### src/rtl/ternary_match_pkg.sv
// Shared types for the ternary match table: FSM states, table entry layout
// and the single-entry match rule.
package ternary_match_pkg;

  localparam int TM_KEY_W = 3;
  localparam int TM_RES_W = 3;
  localparam int TM_DEPTH = 4;

  typedef enum logic [1:0] {
    IDLE = 2'd0,
    SCAN = 2'd1,
    RESP = 2'd2
  } tm_state_e;

  typedef struct packed {
    logic                valid;
    logic [TM_KEY_W-1:0] value;
    logic [TM_KEY_W-1:0] care;
    logic [TM_RES_W-1:0] result;
  } tm_entry_t;

  localparam tm_entry_t TM_ENTRY_RST = '{
    valid:  1'b0,
    value:  {TM_KEY_W{1'b0}},
    care:   {TM_KEY_W{1'b0}},
    result: {TM_RES_W{1'b0}}
  };

  // A cleared care bit turns the corresponding label bit into a wildcard.
  function automatic logic match(input logic [TM_KEY_W-1:0] key, input tm_entry_t e);
    match = e.valid && (((key ^ e.value) & e.care) == {TM_KEY_W{1'b0}});
  endfunction

endpackage

### src/rtl/ternary_match_cmp.sv
// Combinational comparator for one table entry against the latched key.
module ternary_match_cmp
  import ternary_match_pkg::*;
(
  input  logic [TM_KEY_W-1:0] key_i,
  input  tm_entry_t           entry_i,
  output logic                match_o
);

  assign match_o = match(key_i, entry_i);

endmodule

### src/rtl/ternary_match_table.sv
// Programmable ternary match table: sequential first-match scan over DEPTH
// entries, one entry per cycle, with a one-cycle registered response pulse.
module ternary_match_table
  import ternary_match_pkg::*;
#(
  parameter int KEY_W = TM_KEY_W,
  parameter int RES_W = TM_RES_W,
  parameter int DEPTH = TM_DEPTH,
  parameter int IDX_W = $clog2(DEPTH)
) (
  input  logic             clk,
  input  logic             reset,
  input  logic             wr_en,
  input  logic [IDX_W-1:0] wr_idx,
  input  logic             wr_valid,
  input  logic [KEY_W-1:0] wr_value,
  input  logic [KEY_W-1:0] wr_care,
  input  logic [RES_W-1:0] wr_result,
  input  logic             req_valid,
  output logic             req_ready,
  input  logic [KEY_W-1:0] req_a,
  input  logic [KEY_W-1:0] req_b,
  output logic             rsp_valid,
  output logic             rsp_hit,
  output logic [IDX_W-1:0] rsp_idx,
  output logic [RES_W-1:0] rsp_result
);

  tm_entry_t        table_q [DEPTH];
  tm_state_e        state_q, state_d;
  logic [IDX_W-1:0] ptr_q, ptr_d;
  logic [KEY_W-1:0] key_q, key_d;
  logic             req_ready_q, req_ready_d;
  logic             rsp_valid_q, rsp_valid_d;
  logic             rsp_hit_q, rsp_hit_d;
  logic [IDX_W-1:0] rsp_idx_q, rsp_idx_d;
  logic [RES_W-1:0] rsp_result_q, rsp_result_d;
  tm_entry_t        cur_entry_s;
  logic             cur_match_s;

  // Compare reads the registered table, so a same-cycle write lands after it.
  assign cur_entry_s = table_q[ptr_q];

  ternary_match_cmp u_cmp (
    .key_i   (key_q),
    .entry_i (cur_entry_s),
    .match_o (cur_match_s)
  );

  // Table storage: writes accepted in every FSM state.
  always_ff @(posedge clk or posedge reset) begin
    if (reset) begin
      for (int i = 0; i < DEPTH; i++) begin
        table_q[i] <= TM_ENTRY_RST;
      end
    end else if (wr_en) begin
      table_q[wr_idx] <= '{valid: wr_valid, value: wr_value, care: wr_care, result: wr_result};
    end
  end

  // Next-state and response computation for the scan FSM.
  always_comb begin
    state_d      = state_q;
    ptr_d        = ptr_q;
    key_d        = key_q;
    rsp_valid_d  = 1'b0;
    rsp_hit_d    = rsp_hit_q;
    rsp_idx_d    = rsp_idx_q;
    rsp_result_d = rsp_result_q;
    case (state_q)
      IDLE: begin
        if (req_valid) begin
          key_d   = req_a & req_b;
          ptr_d   = {IDX_W{1'b0}};
          state_d = SCAN;
        end else begin
          state_d = IDLE;
        end
      end
      SCAN: begin
        if (cur_match_s) begin
          state_d      = RESP;
          rsp_valid_d  = 1'b1;
          rsp_hit_d    = 1'b1;
          rsp_idx_d    = ptr_q;
          rsp_result_d = cur_entry_s.result;
        end else if (ptr_q == IDX_W'(DEPTH - 1)) begin
          // Miss leaves rsp_result untouched, like casex with no default arm.
          state_d     = RESP;
          rsp_valid_d = 1'b1;
          rsp_hit_d   = 1'b0;
          rsp_idx_d   = {IDX_W{1'b0}};
        end else begin
          ptr_d = ptr_q + IDX_W'(1);
        end
      end
      RESP: begin
        state_d = IDLE;
      end
      default: begin
        state_d = IDLE;
      end
    endcase
    req_ready_d = (state_d == IDLE);
  end

  // FSM state, latched key and registered response outputs.
  always_ff @(posedge clk or posedge reset) begin
    if (reset) begin
      state_q      <= IDLE;
      ptr_q        <= {IDX_W{1'b0}};
      key_q        <= {KEY_W{1'b0}};
      req_ready_q  <= 1'b1;
      rsp_valid_q  <= 1'b0;
      rsp_hit_q    <= 1'b0;
      rsp_idx_q    <= {IDX_W{1'b0}};
      rsp_result_q <= {RES_W{1'b0}};
    end else begin
      state_q      <= state_d;
      ptr_q        <= ptr_d;
      key_q        <= key_d;
      req_ready_q  <= req_ready_d;
      rsp_valid_q  <= rsp_valid_d;
      rsp_hit_q    <= rsp_hit_d;
      rsp_idx_q    <= rsp_idx_d;
      rsp_result_q <= rsp_result_d;
    end
  end

  assign req_ready  = req_ready_q;
  assign rsp_valid  = rsp_valid_q;
  assign rsp_hit    = rsp_hit_q;
  assign rsp_idx    = rsp_idx_q;
  assign rsp_result = rsp_result_q;

endmodule
### config.mk
export PLATFORM = sky130hd
export DESIGN_NAME = ternary_match_table
export DESIGN_NICKNAME = d
export VERILOG_FILES = /design/src/rtl/ternary_match_pkg.sv /design/src/rtl/ternary_match_cmp.sv /design/src/rtl/ternary_match_table.sv
export SDC_FILE = /design/constraint.sdc
export NUM_CORES = 1
export LEC_CHECK = 0
export ABC_AREA = 1
export CORE_MARGIN = 2
export CORE_UTILIZATION = 30
export DETAILED_ROUTE_END_ITERATION = 7
export DONT_BUFFER_PORTS = 1
export GPL_ROUTABILITY_DRIVEN = 0
export SLEW_MARGIN = 20
export SYNTH_ARGS = -nofsm -noshare
export SYNTH_HDL_FRONTEND = slang
export SYNTH_SLANG_ARGS = --single-unit
export TNS_END_PERCENT = 50
### constraint.sdc
create_clock -name clk -period 1.8 [get_ports clk]
set_clock_uncertainty 0.2 [all_clocks]
set_input_delay 0.36 -clock clk [delete_from_list [all_inputs] [get_ports clk]]
set_output_delay 0.36 -clock clk [all_outputs]
set_load 0.02 [all_outputs]
==> results.py <==
metrics = {
    "sta": {
        "period_minus_slack_ns": 1.77,
        "setup_slack_ns": 0.0285,
        "final_hold_viol_count": 0,
        "setup_viol": 0,
        "whs_ns": 0.0146,
        "final.setup.tns_ns": 0,
        "grt_setup_unrepaired": "true",
        "max_slew_margin": 0.679,
        "min_period_over_period": 0.984,
        "fmax_mhz": 564,
        "tightest_slew_ns": 0.481,
        "slew_viol_final": 0,
    },
    "pwr": {
        "clkPwrFrac": 0.179,
        "leakage_nw": 1.48,
        "ir_drop_mv": 0.338,
        "powerDensity_mw_per_mm2": 1390,
        "internal_power_mw": 2.47,
        "total_power_mw": 4.06,
        "p_comb_frac": 0.367,
        "pwr-share-seq": 0.454,
        "p_sw_mw": 1.59,
        "switching_share": 0.392,
    },
    "global_routing": {
        "grt.total_usage": 0.130,
        "grt_overflow": 0,
        "antenna_found_initial": 0,
        "grt_pass1_vias": 1851,
        "grt_first_pass_wirelength_um": 9020,
        "grt_max_degree": 37,
    },
    "worst_setup_path": {
        "cp_common_cell": "nand2_1",
        "cp_slowest_stage_delay_ns": 0.49,
        "path_cells": "buf_6 > nand2_1 > nand2_1 > nand2_1 > nand3_1 > nand2_2 > inv_2 > nand2_1 > nand2_2 > nand2_4 > nand2_4 > nand2_1 > nand2_1",
        "crit_required_ns": 1.81,
        "path_max_fanout": 6,
        "worst_setup_path_start_kind": "flop",
        "end_kind": "flop",
        "worstPathArrival_ns": 1.78,
        "slowest_stage": "dfrtp_2",
        "path_class": "flop to flop",
    },
    "detailed_routing": {
        "antenna_left": 0,
        "wl_per_cell_um": 12.4,
        "dr_total_vias": 1949,
        "drtIter0Drc": 151,
        "wl_um": 5370,
        "via_per_inst": 4.51,
        "firstDrtPassIters": 4,
        "drc": 0,
    },
    "final_layout": {
        "layout_common_cells": "nand2_1, dfrtp_1, o21ai_0",
        "layout.cells.most_common": "nand2_1",
        "num_antenna_cells": 0,
        "syn2layout_area_growth_pct": 18.7,
        "nNetsFinal": 349,
        "fillCellCount": 887,
        "final_core_util": 0.361,
        "drive_gt1_frac": 0.159,
    },
    "job": {
        "cap_violations": 0,
    },
    "floorplanning": {
        "rows": 33,
        "start_util": 0.305,
        "die_h_um": 94.6,
        "die_width_um": 94.6,
        "ios": 30,
        "dieArea_mm2": 0.00896,
        "fp.coreArea_mm2": 0.00809,
    },
    "clocking": {
        "cts_root_buf": "clkbuf_8",
        "cts.clk_slew.worst_paths_ns": 0.10,
        "cts_tree": "built",
        "clock_latency_ns": 0.31,
        "clockBufferDepth": 2,
        "cts_buffers": 5,
        "clock_sinks": 55,
        "h-tree-depth": 2,
    },
    "placed_design": {
        "port_buffers": 0,
        "dpl.hpwl_um": 3780,
        "pre_cts_ws_ns": -0.0225,
    },
    "hold_path": {
        "hold_class": "primary input to flop",
    },
    "yosys": {
        "synthDistinctLibCells": 20,
        "syn_area_mm2": 0.00246,
        "synth_warnings": 0,
        "synthCells": 308,
        "synth_nets": 331,
        "yosysSeqAreaShare": 0.559,
        "ys_seq_elements": 55,
        "avgSynthCellArea_um2": 8.00,
    },
    "status": {
        "outcome": "complete, no violations",
    },
}
==> path summary, 6_finish.rpt <==
path / startpoint / endpoint / slack (ns) / cells past startpoint
worst max-delay path: ptr_q[0]$_DFFE_PP0P_ / ptr_q[0]$_DFFE_PP0P_ / 0.03 / 13
worst min-delay path: req_b[1] / key_q[1]$_DFFE_PP0P_ / 0.01 / 2
worst max register to register: ptr_q[0]$_DFFE_PP0P_ / ptr_q[0]$_DFFE_PP0P_ / 0.03 / 13
worst min register to register: table_q[11]$_DFFE_PP0P_ / table_q[11]$_DFFE_PP0P_ / 0.29 / 2
max in group asynchronous: reset / table_q[21]$_DFFE_PP0P_ / 0.55 / 3
min in group asynchronous: reset / key_q[1]$_DFFE_PP0P_ / 0.34 / 2
==> metal layers <==
metal  GRT usage  wire (um)  part of all wire  vias up
li1            -          -                 -     1008
met1       0.180       2560              0.48      889
met2       0.197       2400              0.45       45
met3      0.0359        323             0.060        7
met4      0.0399         89             0.017        0
met5           0          0                 0        -
==> synth_stat cells <==
cell type | number | area share
nand2_4 | 1 | 0.0046
nor2_1 | 18 | 0.027
inv_1 | 23 | 0.035
nand4_1 | 2 | 0.0051
dfstp_2 | 1 | 0.011
buf_4 | 1 | 0.0030
clkbuf_1 | 8 | 0.012
a21oi_1 | 1 | 0.0020
o21ai_1 | 3 | 0.0061
ha_1 | 1 | 0.0051
buf_2 | 2 | 0.0041
dfrtp_1 | 54 | 0.55
inv_2 | 3 | 0.0046
nand3_1 | 17 | 0.035
o21ai_0 | 49 | 0.099
buf_6 | 1 | 0.0046
nand2_1 | 117 | 0.18
nand2_2 | 2 | 0.0051
nor2_2 | 1 | 0.0025
o22ai_1 | 3 | 0.0076
==> worst max-delay path: cells and delay by family, from the launching register on <==
family                 cells  cell delay [ns]
buffers and inverters      2             0.19
DFF                        1             0.49
and+or+nand+nor           11             0.79
==> cell type report <==
cell class / instances / area [um^2] / share of cell area
sequential: 55 / 1380 / 0.471
multi-input combinational: 216 / 983 / 0.336
timing repair buffer: 22 / 224 / 0.0766
tap: 105 / 131 / 0.0449
inverter: 26 / 109 / 0.0372
clock buffer: 6 / 82.6 / 0.0282
clock inverter: 2 / 16.3 / 0.00556
==> registers in the layout, summed over array words and instances, names as in the netlist <==
register,flops
rsp_result,3
rsp_hit,1
table_q,40
ptr_q,2
rsp_valid,1
rsp_idx,2
req_ready,1
key_q,3
state_q,2
==> power groups by stage <==
stage / sequential (mW) / combinational [mW] / clock, mW
3_3_place_gp: 1.84 / 1.20 / 0
6_report: 1.84 / 1.49 / 0.726
4_1_cts: 1.83 / 1.27 / 0.740
2_1_floorplan: 1.80 / 0.939 / 0
3_5_place_dp: 1.85 / 1.23 / 0
5_1_grt: 1.88 / 1.72 / 0.804
==> metrics by stage <==
stage	cell area, um^2	cells
after detailed placement	2640	412
after CTS	2800	425
final	2930	432
after floorplan	2470	308
after global routing	2930	432
after global placement	2640	412
==> repair_timing <==
item                                   in CTS  in global routing
setup buffers                               0                  5
pin swaps                                   0                 10
endpoints found under the hold margin      20                  0
hold buffers                                5                  0
setup endpoints to repair                   7                 12
resized for setup                           4                 21
cloned                                      0                  2
==> logic make-up after synthesis <==
group,synth area share
and+or+nand+nor,0.257
AOI/OAI and AO/OA,0.115
DFF,0.559
buffers and inverters,0.0635
adders and majority gates,0.00508
Power figures use the tool's default switching activity.
